### src/rtl/uart_fifo.sv
// UART with independent TX/RX FIFOs, programmable bit period, optional parity,
// one or two TX stop bits and RTS/CTS flow control.
module uart_fifo #(
  parameter int DATA_BITS  = 8,
  parameter int FIFO_DEPTH = 4,
  parameter int DIV_W      = 12
) (
  input  logic                 clk,
  input  logic                 rst,
  input  logic [DIV_W-1:0]     baud_div,
  input  logic                 parity_en,
  input  logic                 parity_odd,
  input  logic                 two_stop,
  input  logic [DATA_BITS-1:0] tx_data,
  input  logic                 tx_write,
  output logic                 tx_full,
  output logic                 tx_busy,
  output logic                 tx,
  input  logic                 cts,
  input  logic                 rx,
  output logic [DATA_BITS-1:0] rx_data,
  input  logic                 rx_read,
  output logic                 rx_empty,
  output logic [2:0]           rx_err,
  output logic                 rts
);

  localparam int AW = $clog2(FIFO_DEPTH);
  localparam int BW = $clog2(DATA_BITS);
  localparam logic [BW-1:0] LAST_BIT = BW'(DATA_BITS - 1);

  typedef enum logic [2:0] {IDLE, START, DATA, PARITY, STOP} state_e;

  logic [DATA_BITS-1:0] txMem_q [FIFO_DEPTH];
  logic [AW:0]          txWr_q, txWr_d, txRd_q, txRd_d;
  logic                 txEmpty, txFull, txPop, txPush;
  logic [DATA_BITS-1:0] txHead;

  state_e               txState_q;
  logic [DIV_W-1:0]     txCnt_q;
  logic [BW-1:0]        txBit_q;
  logic [DATA_BITS-1:0] txShift_q;
  logic                 txPar_q, txStop2_q, tx_q;
  logic                 txTick;

  assign txEmpty = (txWr_q == txRd_q);
  assign txFull  = (txWr_q[AW] != txRd_q[AW]) && (txWr_q[AW-1:0] == txRd_q[AW-1:0]);
  assign txPop   = (txState_q == IDLE) && !txEmpty && cts;
  // A pop in the same cycle frees a slot, so a write into a full FIFO still lands.
  assign txPush  = tx_write && (!txFull || txPop);
  assign txHead  = txMem_q[txRd_q[AW-1:0]];
  assign txTick  = (txCnt_q == baud_div);

  always_comb begin
    txWr_d = txWr_q + {{AW{1'b0}}, txPush};
    txRd_d = txRd_q + {{AW{1'b0}}, txPop};
  end

  always_ff @(posedge clk) begin
    if (rst) begin
      txWr_q <= '0;
      txRd_q <= '0;
    end else begin
      txWr_q <= txWr_d;
      txRd_q <= txRd_d;
    end
  end

  always_ff @(posedge clk) begin
    if (txPush) txMem_q[txWr_q[AW-1:0]] <= tx_data;
  end

  always_ff @(posedge clk) begin
    if (rst) begin
      txState_q <= IDLE;
      txCnt_q   <= '0;
      txBit_q   <= '0;
      txShift_q <= '0;
      txPar_q   <= 1'b0;
      txStop2_q <= 1'b0;
      tx_q      <= 1'b1;
    end else begin
      case (txState_q)
        IDLE: begin
          tx_q    <= 1'b1;
          txCnt_q <= '0;
          if (txPop) begin
            txShift_q <= txHead;
            txPar_q   <= ^txHead ^ parity_odd;
            tx_q      <= 1'b0;
            txState_q <= START;
          end
        end
        default: begin
          if (!txTick) begin
            txCnt_q <= txCnt_q + DIV_W'(1);
          end else begin
            txCnt_q <= '0;
            case (txState_q)
              START: begin
                tx_q      <= txShift_q[0];
                txBit_q   <= '0;
                txState_q <= DATA;
              end
              DATA: begin
                if (txBit_q == LAST_BIT) begin
                  txStop2_q <= 1'b0;
                  if (parity_en) begin
                    tx_q      <= txPar_q;
                    txState_q <= PARITY;
                  end else begin
                    tx_q      <= 1'b1;
                    txState_q <= STOP;
                  end
                end else begin
                  txShift_q <= txShift_q >> 1;
                  tx_q      <= txShift_q[1];
                  txBit_q   <= txBit_q + BW'(1);
                end
              end
              PARITY: begin
                tx_q      <= 1'b1;
                txState_q <= STOP;
              end
              STOP: begin
                if (two_stop && !txStop2_q) txStop2_q <= 1'b1;
                else                        txState_q <= IDLE;
              end
              default: txState_q <= IDLE;
            endcase
          end
        end
      endcase
    end
  end

  assign tx      = tx_q;
  assign tx_full = txFull;
  assign tx_busy = (txState_q != IDLE) || !txEmpty;

  logic                 rxMeta_q, rxSync_q, rxPrev_q;
  logic [DATA_BITS-1:0] rxMem_q [FIFO_DEPTH];
  logic [AW:0]          rxWr_q, rxWr_d, rxRd_q, rxRd_d;
  logic                 rxEmpty, rxFull, rxPop, rxPush;

  state_e               rxState_q;
  logic [DIV_W-1:0]     rxCnt_q, rxHalf;
  logic [BW-1:0]        rxBit_q;
  logic [DATA_BITS-1:0] rxShift_q;
  logic                 rxPar_q, rxBreak_q;
  logic [2:0]           rxErr_q, errSet;
  logic                 rxTick, stopSample, frameOk;

  always_ff @(posedge clk) begin
    if (rst) begin
      rxMeta_q <= 1'b1;
      rxSync_q <= 1'b1;
      rxPrev_q <= 1'b1;
    end else begin
      rxMeta_q <= rx;
      rxSync_q <= rxMeta_q;
      rxPrev_q <= rxSync_q;
    end
  end

  assign rxEmpty    = (rxWr_q == rxRd_q);
  assign rxFull     = (rxWr_q[AW] != rxRd_q[AW]) && (rxWr_q[AW-1:0] == rxRd_q[AW-1:0]);
  assign rxPop      = rx_read && !rxEmpty;
  assign rxTick     = (rxCnt_q == baud_div);
  assign rxHalf     = baud_div >> 1;
  assign stopSample = (rxState_q == STOP) && !rxBreak_q && rxTick;
  assign frameOk    = stopSample && rxSync_q;
  assign rxPush     = frameOk && (!rxFull || rxPop);
  assign errSet     = {frameOk && !rxPush,
                       stopSample && !rxSync_q,
                       frameOk && parity_en && (rxPar_q != (^rxShift_q ^ parity_odd))};

  always_comb begin
    rxWr_d = rxWr_q + {{AW{1'b0}}, rxPush};
    rxRd_d = rxRd_q + {{AW{1'b0}}, rxPop};
  end

  always_ff @(posedge clk) begin
    if (rst) begin
      rxWr_q  <= '0;
      rxRd_q  <= '0;
      rxErr_q <= '0;
    end else begin
      rxWr_q  <= rxWr_d;
      rxRd_q  <= rxRd_d;
      rxErr_q <= (rx_read ? 3'b000 : rxErr_q) | errSet;
    end
  end

  always_ff @(posedge clk) begin
    if (rxPush) rxMem_q[rxWr_q[AW-1:0]] <= rxShift_q;
  end

  // Counter starts at 1 on the detected edge so the start sample lands half a bit after it.
  always_ff @(posedge clk) begin
    if (rst) begin
      rxState_q <= IDLE;
      rxCnt_q   <= '0;
      rxBit_q   <= '0;
      rxShift_q <= '0;
      rxPar_q   <= 1'b0;
      rxBreak_q <= 1'b0;
    end else begin
      case (rxState_q)
        IDLE: begin
          rxBreak_q <= 1'b0;
          rxCnt_q   <= '0;
          if (rxPrev_q && !rxSync_q) begin
            rxCnt_q   <= DIV_W'(1);
            rxState_q <= START;
          end
        end
        START: begin
          if (rxCnt_q >= rxHalf) begin
            rxCnt_q <= '0;
            rxBit_q <= '0;
            rxState_q <= rxSync_q ? IDLE : DATA;
          end else begin
            rxCnt_q <= rxCnt_q + DIV_W'(1);
          end
        end
        DATA: begin
          if (rxTick) begin
            rxCnt_q   <= '0;
            rxShift_q <= {rxSync_q, rxShift_q[DATA_BITS-1:1]};
            if (rxBit_q == LAST_BIT) rxState_q <= parity_en ? PARITY : STOP;
            else                     rxBit_q   <= rxBit_q + BW'(1);
          end else begin
            rxCnt_q <= rxCnt_q + DIV_W'(1);
          end
        end
        PARITY: begin
          if (rxTick) begin
            rxCnt_q   <= '0;
            rxPar_q   <= rxSync_q;
            rxState_q <= STOP;
          end else begin
            rxCnt_q <= rxCnt_q + DIV_W'(1);
          end
        end
        STOP: begin
          if (rxBreak_q) begin
            if (rxSync_q) rxState_q <= IDLE;
          end else if (rxTick) begin
            rxCnt_q <= '0;
            if (rxSync_q) rxState_q <= IDLE;
            else          rxBreak_q <= 1'b1;
          end else begin
            rxCnt_q <= rxCnt_q + DIV_W'(1);
          end
        end
        default: rxState_q <= IDLE;
      endcase
    end
  end

  assign rx_data  = rxEmpty ? '0 : rxMem_q[rxRd_q[AW-1:0]];
  assign rx_empty = rxEmpty;
  assign rx_err   = rxErr_q;
  assign rts      = !rxFull;

endmodule

### config.mk
export PLATFORM = sky130hd
export DESIGN_NAME = uart_fifo
export DESIGN_NICKNAME = d
export VERILOG_FILES = /design/src/rtl/uart_fifo.sv
export SDC_FILE = /design/constraint.sdc
export NUM_CORES = 1
export LEC_CHECK = 0
export BUFFER_PORTS_ARGS = -buffer_cell sky130_fd_sc_hd__buf_2
export CAP_MARGIN = 30
export CELL_PAD_IN_SITES_DETAIL_PLACEMENT = 1
export CELL_PAD_IN_SITES_GLOBAL_PLACEMENT = 1
export CORE_ASPECT_RATIO = 0.8
export CORE_MARGIN = 5
export CORE_UTILIZATION = 50
export DETAILED_ROUTE_END_ITERATION = 10
export PLACE_DENSITY = 0.79
export SYNTH_ARGS = -nofsm -noshare
export SYNTH_HDL_FRONTEND = slang
export SYNTH_SLANG_ARGS = --single-unit
### constraint.sdc
create_clock -name clk -period 5.7 [get_ports clk]
set_input_delay 0.855 -clock clk [delete_from_list [all_inputs] [get_ports clk]]
set_output_delay 0.855 -clock clk [all_outputs]
set_load 0.05 [all_outputs]
# Word level (Yosys, flattened, before mapping)

Memory sizes are Yosys's and may differ from the RTL's. A register that Yosys moved wholly into a read port is not among the register bits.
Index checks and enable logic that the tools add are counted.

Output and inout bits: 16
Bits of input ports: 29
Logic and storage cells: 177
Bits in read-only memories: 0
Bits in writable memories: 64
Flip-flop bits (word level): 75
Bits in latches: 0
Memories kept: 2

Memories:

| name    | words | width | read ports | clocked after memory_dff | write ports | RTL line | source |
|---|---|---|---|---|---|---|---|
| rxMem_q | 4     | 8     | 1          | 1                        | 1           | 142      | `logic [DATA_BITS-1:0] rxMem_q [FIFO_DEPTH];` |
| txMem_q | 4     | 8     | 1          | 1                        | 1           | 34       | `logic [DATA_BITS-1:0] txMem_q [FIFO_DEPTH];` |

Multipliers: 0
Equal/unequal tests: 34
Reductions and logical operators: 53
Shifts and indexed selects: 0
Divide/modulo/power cells: 0
Muxes and demuxes: 54
Bitwise logic cells: 4
Add/sub/neg operators: 8
Order comparisons: 1

Operators with widths:

| kind                                                 | count |
|---|---|
| two-way mux 3 bit                                    | 19 |
| two-way mux 8 bit                                    | 6 |
| one-hot mux 12 bit (4 select lines)                  | 1 |
| two-way mux 12 bit                                   | 3 |
| adder 12 x 1 -> 12 bit (second input constant)       | 2 |
| equality test 12 bit                                 | 2 |
| != test 2 bit (second input constant)                | 12 |
| logical AND 1 bit                                    | 16 |
| AND reduction 4 bit                                  | 4 |
| XOR reduction 8 bit                                  | 2 |
| two-way mux 1 bit                                    | 15 |
| one-hot mux 3 bit (5 select lines)                   | 1 |
| adder 3 x 1 -> 3 bit                                 | 4 |
| equality test 3 x 2 -> 1 bit (second input constant) | 4 |
| equality test 3 bit (second input constant)          | 4 |
| >= comparator 12 x 11 -> 1 bit                       | 1 |
| one-hot mux 3 bit (2 select lines)                   | 2 |
| one-hot mux 3 bit (4 select lines)                   | 1 |
| nonzero test 2 bit                                   | 6 |
| AND reduction 2 bit                                  | 5 |
| != test 3 bit (second input constant)                | 3 |
| logical NOT 1 bit                                    | 8 |
| nonzero test 4 bit                                   | 2 |
| adder 3 x 1 -> 3 bit (second input constant)         | 2 |
| other kinds (17)                                     | 29 |

# Depth between registers and ports, before layout

Word-level depth: 8
Depth in mapped cells: 11
Mapped depth without buffers: 10

# Worst setup path before layout

Ideal clock, no wire load.

Kind: register to output
Start: reg rxRd_q[0]
End: out rx_data[0]
Data required time: 4.845 ns
Setup slack: 2.378 ns
Cell stages (with the launch flop): 6
Arrival: 2.467 ns
Path through: dfxtp_1 -> clkbuf_1 -> xnor2_1 -> nand2_1 -> nor2_1 -> nor2b_1

Word-level cells in the longest chain between the ends: 2

RTL lines:

| element                | RTL line | source |
|---|---|---|
| from (decl)            | 143      | `logic [AW:0] rxWr_q, rxWr_d, rxRd_q, rxRd_d;` |
| from (signal assigned) | 190      | `rxRd_q <= rxRd_d;` |
| equality test 3 bit    | 166      | `assign rxEmpty = (rxWr_q == rxRd_q);` |
| via rx_empty           | 23       | `output logic rx_empty,` |
| two-way mux 8 bit      | 262      | `assign rx_data = rxEmpty ? '0 : rxMem_q[rxRd_q[AW-1:0]];` |
| to (decl)              | 21       | `output logic [DATA_BITS-1:0] rx_data,` |

The timed path passes the listed nets, and every way through them passes these cells.

# Worst setup path in the final report

Start: reg rxRd_q[0]
End: out rx_data[1]

Word-level cells in the longest chain between the ends: 2

RTL lines:

| element             | RTL line |
|---|---|
| equality test 3 bit | 166 |
| two-way mux 8 bit   | 262 |

Every way passes these cells.

==> out/results.txt <==
Critical path, cell by cell - xnor2_1 > nand2_1 > nor2_1 > nor2b_1 > buf_2
Yosys warns - 0
Skew final - 0.00714 ns
Crit share post-route - 56.8%
Gate power share - 17.2%
Outcome - completed
Crit path required time - 4.85 ns
Largest family of logic cells by synthesized area - simple AND/OR/NAND/NOR gates
Worst Reg2Reg Path Length in Cells - 7
Total Power - 2.67 mW
Post-synthesis mux area share - 8.72%
GRT Total Usage - 21.4%
First-pass GRT wire length - 25,300 um
CP top delay family - simple AND/OR/NAND/NOR gates
Flop pwr share - 43.3%
DRC Markers - 0
Initial antenna violation count - 0
F_max - 0.309 GHz
Compound-cell area share of the yosys netlist - 6.83%
H-tree level count - 4
CP arrival - 2.38 ns
Number of vias per cell - 5.55
Die height - 112 um
Cell Pwr Density - 357 nW/um^2
CP Launch Type - flip-flop
Sw frac - 28.9%
Final nets - 671
Layout cells sized above 1 - 17.8%
Hold path depth - 1
Clock latency on the worst-skew pair - 0.42 ns
Top post-synthesis cells by area - edfxtp_1 (29%), dfxtp_1 (23%), xnor2_1 (7.2%)
Row count - 37
Fin Setup TNS - 0 ns
Pint - 1.90 mW
Synth Area in XOR/XNOR - 9.64%
Post-CTS Resized - 0
Number of placed cells counting well taps - 771
Period minus WS final - 3.24 ns
Worst-Margin Slew - 0.980 ns
Synth Instances - 572
CTS Sinks - 139
CTS Buf Count - 17
Post-synthesis sequential area ratio - 52.3%
Total gr overflow - 0
Core Area - 12,800 um^2
Syn Std Cell Area - 6540 um^2
Synth cell types - 51
Most used DFF post-synth - dfxtp_1
CTS tree - built
Adder-cell area share of the yosys netlist - 4.78%
Antenna Nets Post-Route - 0
Ys async rst share - 0%
Post-synth EDFFs - 64
VDD IR max - 0.000291 V
Area share of and/or/nand/nor cells after synthesis - 14.9%
Minimum hold slack - 0.416 ns
Slew Viols, Final - 0
DR WL/cell - 19.1 um
Clock root buffer - clkbuf_16
DR vias - 4,465
Hold-fix buffers, CTS - 0
RSZ-0062 raised after global routing - false
Clk pin slew, worst setup/hold paths - 0.06 ns
Post-Syn Nets - 626
Critical path depth in cells - 5
Filler instances - 1,394
Avg Inst Size Synth - 11.4 um^2
Crit path largest cell delay - 0.73 ns
Clk buf depth - 2
Placed cell area - 6890 um^2
Crit-path slowest cell - dfxtp_1
Post-CTS setup buffer count - 0
DP HPWL - 11,200 um
Synth area leader - edfxtp_1
Number of global-route vias before repair - 4,848
CP Buf/Inv Count - 1
Initial Utilization - 51.0%
Hold Crit Class - flip-flop to flip-flop
Post-Layout Cell Count - 805
Kind of end point of the critical path - primary output
Final Hold Viols - 0
Final WS setup - 2.46 ns
Static Leak - 2.88 nW
Die ar. - 15,500 um^2
Final Cell Area - 7470 um^2
Kind of critical path - flip-flop to primary output
DR pass1 iterations - 4
Top cell type's share of synthesized area - 29.4%
Antenna diodes - 0
Max cap viols - 0
Final core utilization - 58.2%
CP Max Fanout - 10
Input/output buffers - 44
Clock network power share - 39.5%
Largest net degree at the start of global routing - 51
Die W - 138 um
Drt total wl - 15,400 um
Worst slack, placed - 2.02 ns
Top Ports - 45
Setup violators final - 0
Synth-to-Final Area Change - 14.2%
Starting DRT DRC Count - 310
Worst slew margin - 34.7%
Placer Congestion - 0.865
FF+latch count, synth - 139
Net Sw Power - 0.771 mW
worst reg2reg max path: cells and delay by family, from the launching register on:
kind,cells,cell delay (ns)
flops,1,0.51
simple gates,4,1.37
compound gates,1,0.21
buf+inv,1,0.29
xor+xnor,1,0.16
registers in the layout, indices dropped and copies added, names as in the netlist, 3 cells and up:
signal     flops
rxBit_q        3
rxCnt_q       12
rxMem_q       32
rxRd_q         3
rxShift_q      8
rxState_q      3
rxWr_q         3
rx_err         3
txBit_q        3
txCnt_q       12
txMem_q       32
txRd_q         3
txShift_q      8
txState_q      3
txWr_q         3
power by group through the flow:
stage          logic [mW]  registers [mW]  clock network (mW)
2_1_floorplan       0.377            1.15                   0
3_3_place_gp        0.437            1.17                   0
3_5_place_dp        0.460            1.18                   0
4_1_cts             0.466            1.16                1.07
5_1_grt             0.502            1.16                1.13
6_report            0.460            1.15                1.05
cells in the final DEF, fill, tap and decap left out, drive strengths merged, types with 2 or more instances in the layout:
cell and n:
dfxtp 75, nor2 74, edfxtp 64, xnor2 54, buf 50, nand2 25, ha 25, a21oi 24
inv 23, mux2i 21, xor2 18, nor2b 18, clkbuf 17, mux4 16, o21ai 15, nand3 13
nand4 13, nor3 12, nand2b 9, a211oi 8, a21o 6, clkinvlp 5, nand3b 4, or2 4
and3 4, clkinv 4, nor3b 3, or4 3, or3 2, or4b 2, o21a 2
final timing paths:
kind | startpoint | slack, ns | to
worst max-delay path | rxRd_q[0]$_SDFF_PP0_ | 2.46 | rx_data[1]
worst min-delay path | rxMeta_q$_SDFF_PP1_ | 0.42 | rxSync_q$_SDFF_PP1_
worst max register to register | rxCnt_q[3]$_SDFFE_PP0P_ | 2.86 | rxMem_q[1][4]$_DFFE_PP_
worst min register to register | rxMeta_q$_SDFF_PP1_ | 0.42 | rxSync_q$_SDFF_PP1_
per-layer routing:
metal  track usage (%)  share of wire (%)  up-vias
met1              28.2                 45     2231
met3              5.33                4.0       25
met4              7.44                1.8        0
li1                  -                  -     2120
met2              34.5                 49       89
met5                 0                  0        -
cells in the mapped netlist (14+ instances only):
cell type and instances:
xnor2_1 54, mux4_2 16, clkbuf_1 14, nor2b_1 18, o21ai_0 15, mux2i_1 21
a21oi_1 23, dfxtp_1 75, inv_1 18, nand2_1 25, edfxtp_1 64, nor2_1 74
xor2_1 18, ha_1 25
cells by family (layout without fill, tap and decap cells):
group | after synthesis | count (layout)
compound gates | 65 | 65
xor+xnor | 72 | 72
fa+ha+maj | 25 | 25
buf+inv | 42 | 100
flops | 139 | 139
mux | 37 | 37
simple gates | 192 | 192
layout make-up:
type                            count  area [um^2]  area share (%)
Tap cell                          175          219            2.93
Inverter                           18         67.6           0.905
Clock buffer                       17          425            5.70
Clock inverter                     15          141            1.89
Timing Repair Buffer               50          258            3.45
Sequential cell                   139         3420            45.8
Multi-Input combinational cell    391         2940            39.3
No activity file was read; power rests on OpenSTA's default activity.
